[config.mk]
export PLATFORM = sky130hd
export DESIGN_NAME = sync_fifo_thr
export DESIGN_NICKNAME = d
export VERILOG_FILES = /design/src/rtl/fifo_pkg.sv /design/src/rtl/fifo_ram.sv /design/src/rtl/sync_fifo_thr.sv
export SDC_FILE = /design/constraint.sdc
export NUM_CORES = 1
export LEC_CHECK = 0
export CELL_PAD_IN_SITES_DETAIL_PLACEMENT = 2
export CELL_PAD_IN_SITES_GLOBAL_PLACEMENT = 2
export CORE_UTILIZATION = 30
export CTS_BUF_LIST = sky130_fd_sc_hd__clkbuf_4
export DETAILED_ROUTE_END_ITERATION = 7
export GPL_ROUTABILITY_DRIVEN = 0
export PLACE_DENSITY = 0.53
export SKIP_CTS_REPAIR_TIMING = 1
export SYNTH_ARGS = -nofsm -noshare
export SYNTH_HDL_FRONTEND = slang
export SYNTH_HIERARCHICAL = 1
export SYNTH_SLANG_ARGS = --single-unit
[constraint.sdc]
create_clock -name clk -period 11.35 [get_ports clk]
set_input_delay 2.27 -clock clk [delete_from_list [all_inputs] [get_ports clk]]
set_output_delay 2.27 -clock clk [all_outputs]
set_load 0.005 [all_outputs]
[src/rtl/fifo_pkg.sv]
// Shared constants and helpers for the threshold FIFO family.
package fifo_pkg;

  localparam int ERR_OVF = 0;
  localparam int ERR_UDF = 1;

  function automatic int ptr_width(input int log_depth);
    return log_depth + 1;
  endfunction

endpackage

[src/rtl/fifo_ram.sv]
// Simple dual-port storage for sync_fifo_thr: synchronous write, read port
// registered by default and combinational when SYNC_FIFO_FWFT_EN is defined.
module fifo_ram #(
  parameter int ADDR_W = 4,
  parameter int DATA_W = 32
) (
  input  logic              clk,
  input  logic              we,
  input  logic [ADDR_W-1:0] waddr,
  input  logic [DATA_W-1:0] wdata,
  input  logic [ADDR_W-1:0] raddr,
  output logic [DATA_W-1:0] rdata
);

  logic [DATA_W-1:0] mem_r [(1 << ADDR_W)];

  // Storage write port; contents are intentionally never reset.
  always_ff @(posedge clk) begin
    if (we) begin
      mem_r[waddr] <= wdata;
    end
  end

`ifdef SYNC_FIFO_FWFT_EN
  assign rdata = mem_r[raddr];
`else
  // Read port samples every cycle; the top only consumes it after an accepted pop.
  always_ff @(posedge clk) begin
    rdata <= mem_r[raddr];
  end
`endif

endmodule

[src/rtl/sync_fifo_thr.sv]
// Single-clock FIFO with fill level, almost-full/empty thresholds and
// overflow/underflow reporting. Define SYNC_FIFO_FWFT_EN for first-word-fall-through.
module sync_fifo_thr
  import fifo_pkg::*;
#(
  parameter int LOG_DEPTH = 4,
  parameter int D_WIDTH   = 32,
  parameter int AF_THRESH = 12,
  parameter int AE_THRESH = 2
) (
  input  logic               clk,
  input  logic               rst_n,
  input  logic               w_en,
  input  logic [D_WIDTH-1:0] data_w,
  input  logic               r_en,
  output logic [D_WIDTH-1:0] data_r,
  output logic               o_valid,
  output logic               full,
  output logic               empty,
  output logic               almost_full,
  output logic               almost_empty,
  output logic [LOG_DEPTH:0] level,
  output logic               overflow,
  output logic               underflow,
  output logic [1:0]         err_sticky,
  input  logic               err_clr
);

  localparam int PW = ptr_width(LOG_DEPTH);

  logic [PW-1:0]      wr_ptr_r;
  logic [PW-1:0]      rd_ptr_r;
  logic [PW-1:0]      level_s;
  logic               full_s;
  logic               empty_s;
  logic               wr_acc_s;
  logic               rd_acc_s;
  logic               ovf_r;
  logic               udf_r;
  logic [1:0]         err_r;
  logic [1:0]         err_set_s;
  logic [D_WIDTH-1:0] ram_rdata_s;

  assign level_s  = wr_ptr_r - rd_ptr_r;
  assign full_s   = (wr_ptr_r[PW-1] != rd_ptr_r[PW-1]) &&
                    (wr_ptr_r[PW-2:0] == rd_ptr_r[PW-2:0]);
  assign empty_s  = (wr_ptr_r == rd_ptr_r);
  assign wr_acc_s = w_en && !full_s;
  assign rd_acc_s = r_en && !empty_s;

  assign full         = full_s;
  assign empty        = empty_s;
  assign almost_full  = (level_s >= PW'(AF_THRESH));
  assign almost_empty = (level_s <= PW'(AE_THRESH));
  assign level        = level_s;
  assign overflow     = ovf_r;
  assign underflow    = udf_r;
  assign err_sticky   = err_r;

  fifo_ram #(
    .ADDR_W (LOG_DEPTH),
    .DATA_W (D_WIDTH)
  ) u_ram (
    .clk   (clk),
    .we    (wr_acc_s),
    .waddr (wr_ptr_r[PW-2:0]),
    .wdata (data_w),
    .raddr (rd_ptr_r[PW-2:0]),
    .rdata (ram_rdata_s)
  );

  // Pointer advance on accepted transfers.
  always_ff @(posedge clk) begin
    if (!rst_n) begin
      wr_ptr_r <= {PW{1'b0}};
      rd_ptr_r <= {PW{1'b0}};
    end else begin
      if (wr_acc_s) begin
        wr_ptr_r <= wr_ptr_r + PW'(1);
      end
      if (rd_acc_s) begin
        rd_ptr_r <= rd_ptr_r + PW'(1);
      end
    end
  end

  // Error set vector; a fresh event outranks a simultaneous clear.
  always_comb begin
    err_set_s           = 2'b00;
    err_set_s[ERR_OVF]  = w_en && full_s;
    err_set_s[ERR_UDF]  = r_en && empty_s;
  end

  // Attempt pulses and sticky error flags.
  always_ff @(posedge clk) begin
    if (!rst_n) begin
      ovf_r <= 1'b0;
      udf_r <= 1'b0;
      err_r <= 2'b00;
    end else begin
      ovf_r <= err_set_s[ERR_OVF];
      udf_r <= err_set_s[ERR_UDF];
      err_r <= (err_r & ~{2{err_clr}}) | err_set_s;
    end
  end

`ifdef SYNC_FIFO_FWFT_EN
  assign o_valid = !empty_s;
  assign data_r  = empty_s ? {D_WIDTH{1'b0}} : ram_rdata_s;
`else
  logic               o_valid_r;
  logic [D_WIDTH-1:0] data_hold_r;

  // Popped word is live on the RAM port for one cycle, then captured so data_r holds.
  always_ff @(posedge clk) begin
    if (!rst_n) begin
      o_valid_r   <= 1'b0;
      data_hold_r <= {D_WIDTH{1'b0}};
    end else begin
      o_valid_r <= rd_acc_s;
      if (o_valid_r) begin
        data_hold_r <= ram_rdata_s;
      end
    end
  end

  assign o_valid = o_valid_r;
  assign data_r  = o_valid_r ? ram_rdata_s : data_hold_r;
`endif

endmodule

==> impl_metrics.csv <==
group,metric,value,unit
clocking,htree_num_levels,4,
finish,postLayoutCoreUtil,0.365,
global_routing,grt_remaining_overflow,0,
logic_synthesis,ys.flop_type,"sky130_fd_sc_hd__edfxtp_1",
global_routing,antenna_found_initial,2,
finish,post_route_cells_drive_above_1_share,0.352,
worst_setup_path,critPathLaunch,"wr_ptr_r[0]",
global_routing,use_met3,0.0421,
clocking,cts-root-buf,"sky130_fd_sc_hd__clkbuf_4",
timing,tns,0,ns
clocking,clock_tree_from_tritoncts,"built",
min_path,min_path_type,"reg2reg",
worst_setup_path,r2r_setup_slack,7.61,ns
logic_synthesis,synth_enable_flop_cells,512,
worst_setup_path,end_kind,"primary output",
global_routing,grt_use_total,0.155,
floorplan,rows,98,
timing,rsz0062_at_grt,"false",
drt,finalWirelength,55400,um
power_and_ir_drop,vdd_ir_drop_max,69.6,uV
global_routing,grt_first_pass_wirelength,83200,um
floorplan,boundaryPins,83,
worst_setup_path,timing.critical_path.to,"almost_empty",
timing,tightest_slew,0.953,ns
finish,post_layout_nonfiller_instances,2335,
clocking,clockBufferDepth,3,
global_routing,groute.layer.met2.usage,0.257,
floorplan,floorplan.die.width,272,um
worst_setup_path,critPathKind,"reg2out",
logic_synthesis,synth_area,21900,um2
timing,hold_viol_final,0,
logic_synthesis,ys_seq_elements,591,
drt,vias,11100,
place,hpwl,30400,um
place,number_of_port_buffers,82,
clocking,cts_num_sinks,591,
global_routing,maximum_number_of_pins_on_one_net_before_global_route_repair,59,
place,number_of_instances_in_the_placed_design,2040,
floorplan,die_h,272,um
drt,routed_via_density,4.75,
clocking,clk_latency,0.97,ns
worst_setup_path,reg2reg_from,"rd_ptr_r[0]",
finish,syn2layout_area_growth,19.8,%
global_routing,grt_pass1_vias,12700,
logic_synthesis,synth_top_area_share,0.702,
logic_synthesis,synth_cells,1031,
floorplan,floorplan.die_area,74000,um2
logic_synthesis,synth.top_cells.by_area,"sky130_fd_sc_hd__edfxtp_1 70%, sky130_fd_sc_hd__mux4_2 13%, sky130_fd_sc_hd__dfxtp_1 7.2%, sky130_fd_sc_hd__a22oi_1 2.2%, sky130_fd_sc_hd__mux2_2 1.4%",
worst_setup_path,critical_path_peak_fanout,10,
status,status,"complete, no violations",
timing,fmax,0.168,GHz
timing,finalSetupViolCount,0,
clocking,clk_pin_slew,0.07,ns
logic_synthesis,post_synthesis_async_set_or_reset_flop_share,0,
floorplan,core,71900,um2
logic_synthesis,synth_seq_area_share,0.775,
drt,initialDrtViolationCount,560,
timing,finalWorstPathRequiredPeriod,5.94,ns
worst_setup_path,critPathLaunchType,"flip-flop",
logic_synthesis,mean_instance_size_in_the_synthesized_netlist,21.2,um2
worst_setup_path,r2r_end,"u_ram/mem_r[10][5]",
logic_synthesis,synth-warning-count,6,
timing,fin_skew,0.0536,ns
worst_setup_path,critical_path_rt,9.08,ns
finish,final_net_count,1299,
logic_synthesis,synth_cell_type_count,40,
timing,number_of_max_slew_violations_in_the_final_report,0,
flow_run,cap_viol_max_count,0,
power_and_ir_drop,p_total,5.11,mW
global_routing,top_usage_layer,"met2",
logic_synthesis,syn-num-nets,1075,
drt,remaining_drc_errors,0,
clocking,cts_inserted_buffers,163,
timing,slew-limit-headroom,0.365,
logic_synthesis,synth.largest_area_cell,"sky130_fd_sc_hd__edfxtp_1",
floorplan,start_util,0.305,
global_routing,met1_usage,0.194,
drt,drt_pass1_iterations,6,
worst_setup_path,ff2ff_path_depth,7,
timing,layout_worst_path_cycle_share,0.524,
power_and_ir_drop,p_per_area,195,nW/um2
power_and_ir_drop,p_leak,8.47,nW
worst_setup_path,cp_data_arrival_time,3.67,ns
drt,route.antenna.remaining_nets,0,
drt,routedWlPerCell,23.7,um
metrics by stage:
| step | worst slack (ns) | hold slack (ns) | cell area, um2 |
|---|---|---|---|
| 2_1_floorplan | 5.66 | 0.466 | 21900 |
| 3_3_place_gp | 6.28 | 0.463 | 24000 |
| 3_5_place_dp | 6.11 | 0.471 | 24000 |
| 4_1_cts | 5.22 | 0.479 | 26200 |
| 5_1_grt | 5.06 | 0.497 | 26200 |
| 6_report | 5.41 | 0.469 | 26200 |
state kept, by name, indices dropped and copies added (netlist names):
| register | flops |
|---|---|
| wr_ptr_r | 5 |
| u_ram/mem_r | 512 |
| err_sticky | 2 |
| rd_ptr_r | 5 |
| underflow | 1 |
| o_valid | 1 |
| u_ram/rdata | 32 |
| overflow | 1 |
| data_hold_r | 32 |
cell usage after synthesis, types with 2 or more instances:
cell type                    n
sky130_fd_sc_hd__a22oi_1    64
sky130_fd_sc_hd__edfxtp_1  512
sky130_fd_sc_hd__a21oi_1     6
sky130_fd_sc_hd__o21ai_0     3
sky130_fd_sc_hd__nand2b_1    5
sky130_fd_sc_hd__mux4_2    128
sky130_fd_sc_hd__mux2_1      4
sky130_fd_sc_hd__dfxtp_1    79
sky130_fd_sc_hd__mux2i_1     2
sky130_fd_sc_hd__nor2_1     26
sky130_fd_sc_hd__buf_6       2
sky130_fd_sc_hd__buf_2       7
sky130_fd_sc_hd__ha_1        6
sky130_fd_sc_hd__and2_1     34
sky130_fd_sc_hd__mux2_2     28
sky130_fd_sc_hd__nand3_1     3
sky130_fd_sc_hd__nor3_1      4
sky130_fd_sc_hd__clkbuf_1   22
sky130_fd_sc_hd__or3_1       3
sky130_fd_sc_hd__nand3b_1    2
sky130_fd_sc_hd__buf_4      11
sky130_fd_sc_hd__nand2_1    38
sky130_fd_sc_hd__nor2b_1     3
sky130_fd_sc_hd__buf_1       9
sky130_fd_sc_hd__inv_1       9
sky130_fd_sc_hd__xnor2_1     7
worst min-delay path by stage:
stage	start	to	slack, ns	depth (start not counted)
final	err_sticky[1]	err_sticky[1]	0.47	2
after global routing	err_sticky[1]	err_sticky[1]	0.50	2
after CTS	err_sticky[1]	err_sticky[1]	0.48	2
after detailed placement	err_sticky[1]	err_sticky[1]	0.47	2
after global placement	err_sticky[1]	err_sticky[1]	0.46	2
after floorplan	err_sticky[0]	err_sticky[0]	0.47	2
cells by family (layout without fill, tap and decap cells):
| logic type | Yosys count | in the layout | synth area share |
|---|---|---|---|
| mux | 162 | 162 | 0.149 |
| simple gates | 121 | 121 | 0.0271 |
| xor+xnor | 9 | 9 | 0.00394 |
| buf+inv | 60 | 413 | 0.0133 |
| flops | 591 | 591 | 0.775 |
| fa+ha+maj | 7 | 7 | 0.00434 |
| compound gates | 81 | 81 | 0.0276 |
| other cells | 0 | 1 | 0 |
worst max-delay path, cell delays in order (launching register included):
cell and delay [ns]:
sky130_fd_sc_hd__dfxtp_1 0.60, sky130_fd_sc_hd__inv_1 0.15, sky130_fd_sc_hd__ha_1 0.26, sky130_fd_sc_hd__fa_1 0.41
sky130_fd_sc_hd__nand2b_1 0.16, sky130_fd_sc_hd__a21oi_1 0.16, sky130_fd_sc_hd__xnor2_1 0.13, sky130_fd_sc_hd__a2111oi_2 0.29
sky130_fd_sc_hd__clkdlybuf4s50_1 0.55
layout by cell type (no fill, tap or decap), types with 5 or more instances in the layout:
cell type	n
sky130_fd_sc_hd__edfxtp_1	512
sky130_fd_sc_hd__clkbuf_4	259
sky130_fd_sc_hd__mux4_2	128
sky130_fd_sc_hd__clkdlybuf4s50_1	81
sky130_fd_sc_hd__dfxtp_1	76
sky130_fd_sc_hd__a22oi_1	64
sky130_fd_sc_hd__nand2_1	38
sky130_fd_sc_hd__and2_1	33
sky130_fd_sc_hd__mux2_2	28
sky130_fd_sc_hd__buf_4	28
sky130_fd_sc_hd__clkinv_1	21
sky130_fd_sc_hd__nor2_1	13
sky130_fd_sc_hd__nor2_4	13
sky130_fd_sc_hd__inv_1	9
sky130_fd_sc_hd__xnor2_1	7
sky130_fd_sc_hd__a21oi_1	6
sky130_fd_sc_hd__ha_1	6
sky130_fd_sc_hd__nand2b_1	5
sky130_fd_sc_hd__bufinv_16	5
where the power goes:
part           internal, mW  switching [mW]  leakage [nW]  total, mW
Combinational         0.317           0.269          1.87      0.586
Sequential             2.43          0.0514          5.28       2.48
Clock                  1.15           0.899          1.32       2.04
layer usage:
metal	wire length, um	share of wire
met3	2510	0.045
met5	12	0.00022
met2	27800	0.50
met1	24000	0.43
met4	1030	0.019
layout make-up:
class,instances,area [um2]
Sequential cell,591,17000
Multi-Input combinational cell,380,4780
Clock inverter,35,292
Tap cell,950,1190
Timing Repair Buffer,110,1030
Clock buffer,259,1940
Inverter,9,33.8
Fill cell,7077,45600
Antenna cell,1,2.50
No activity file was read; power rests on OpenSTA's default activity.
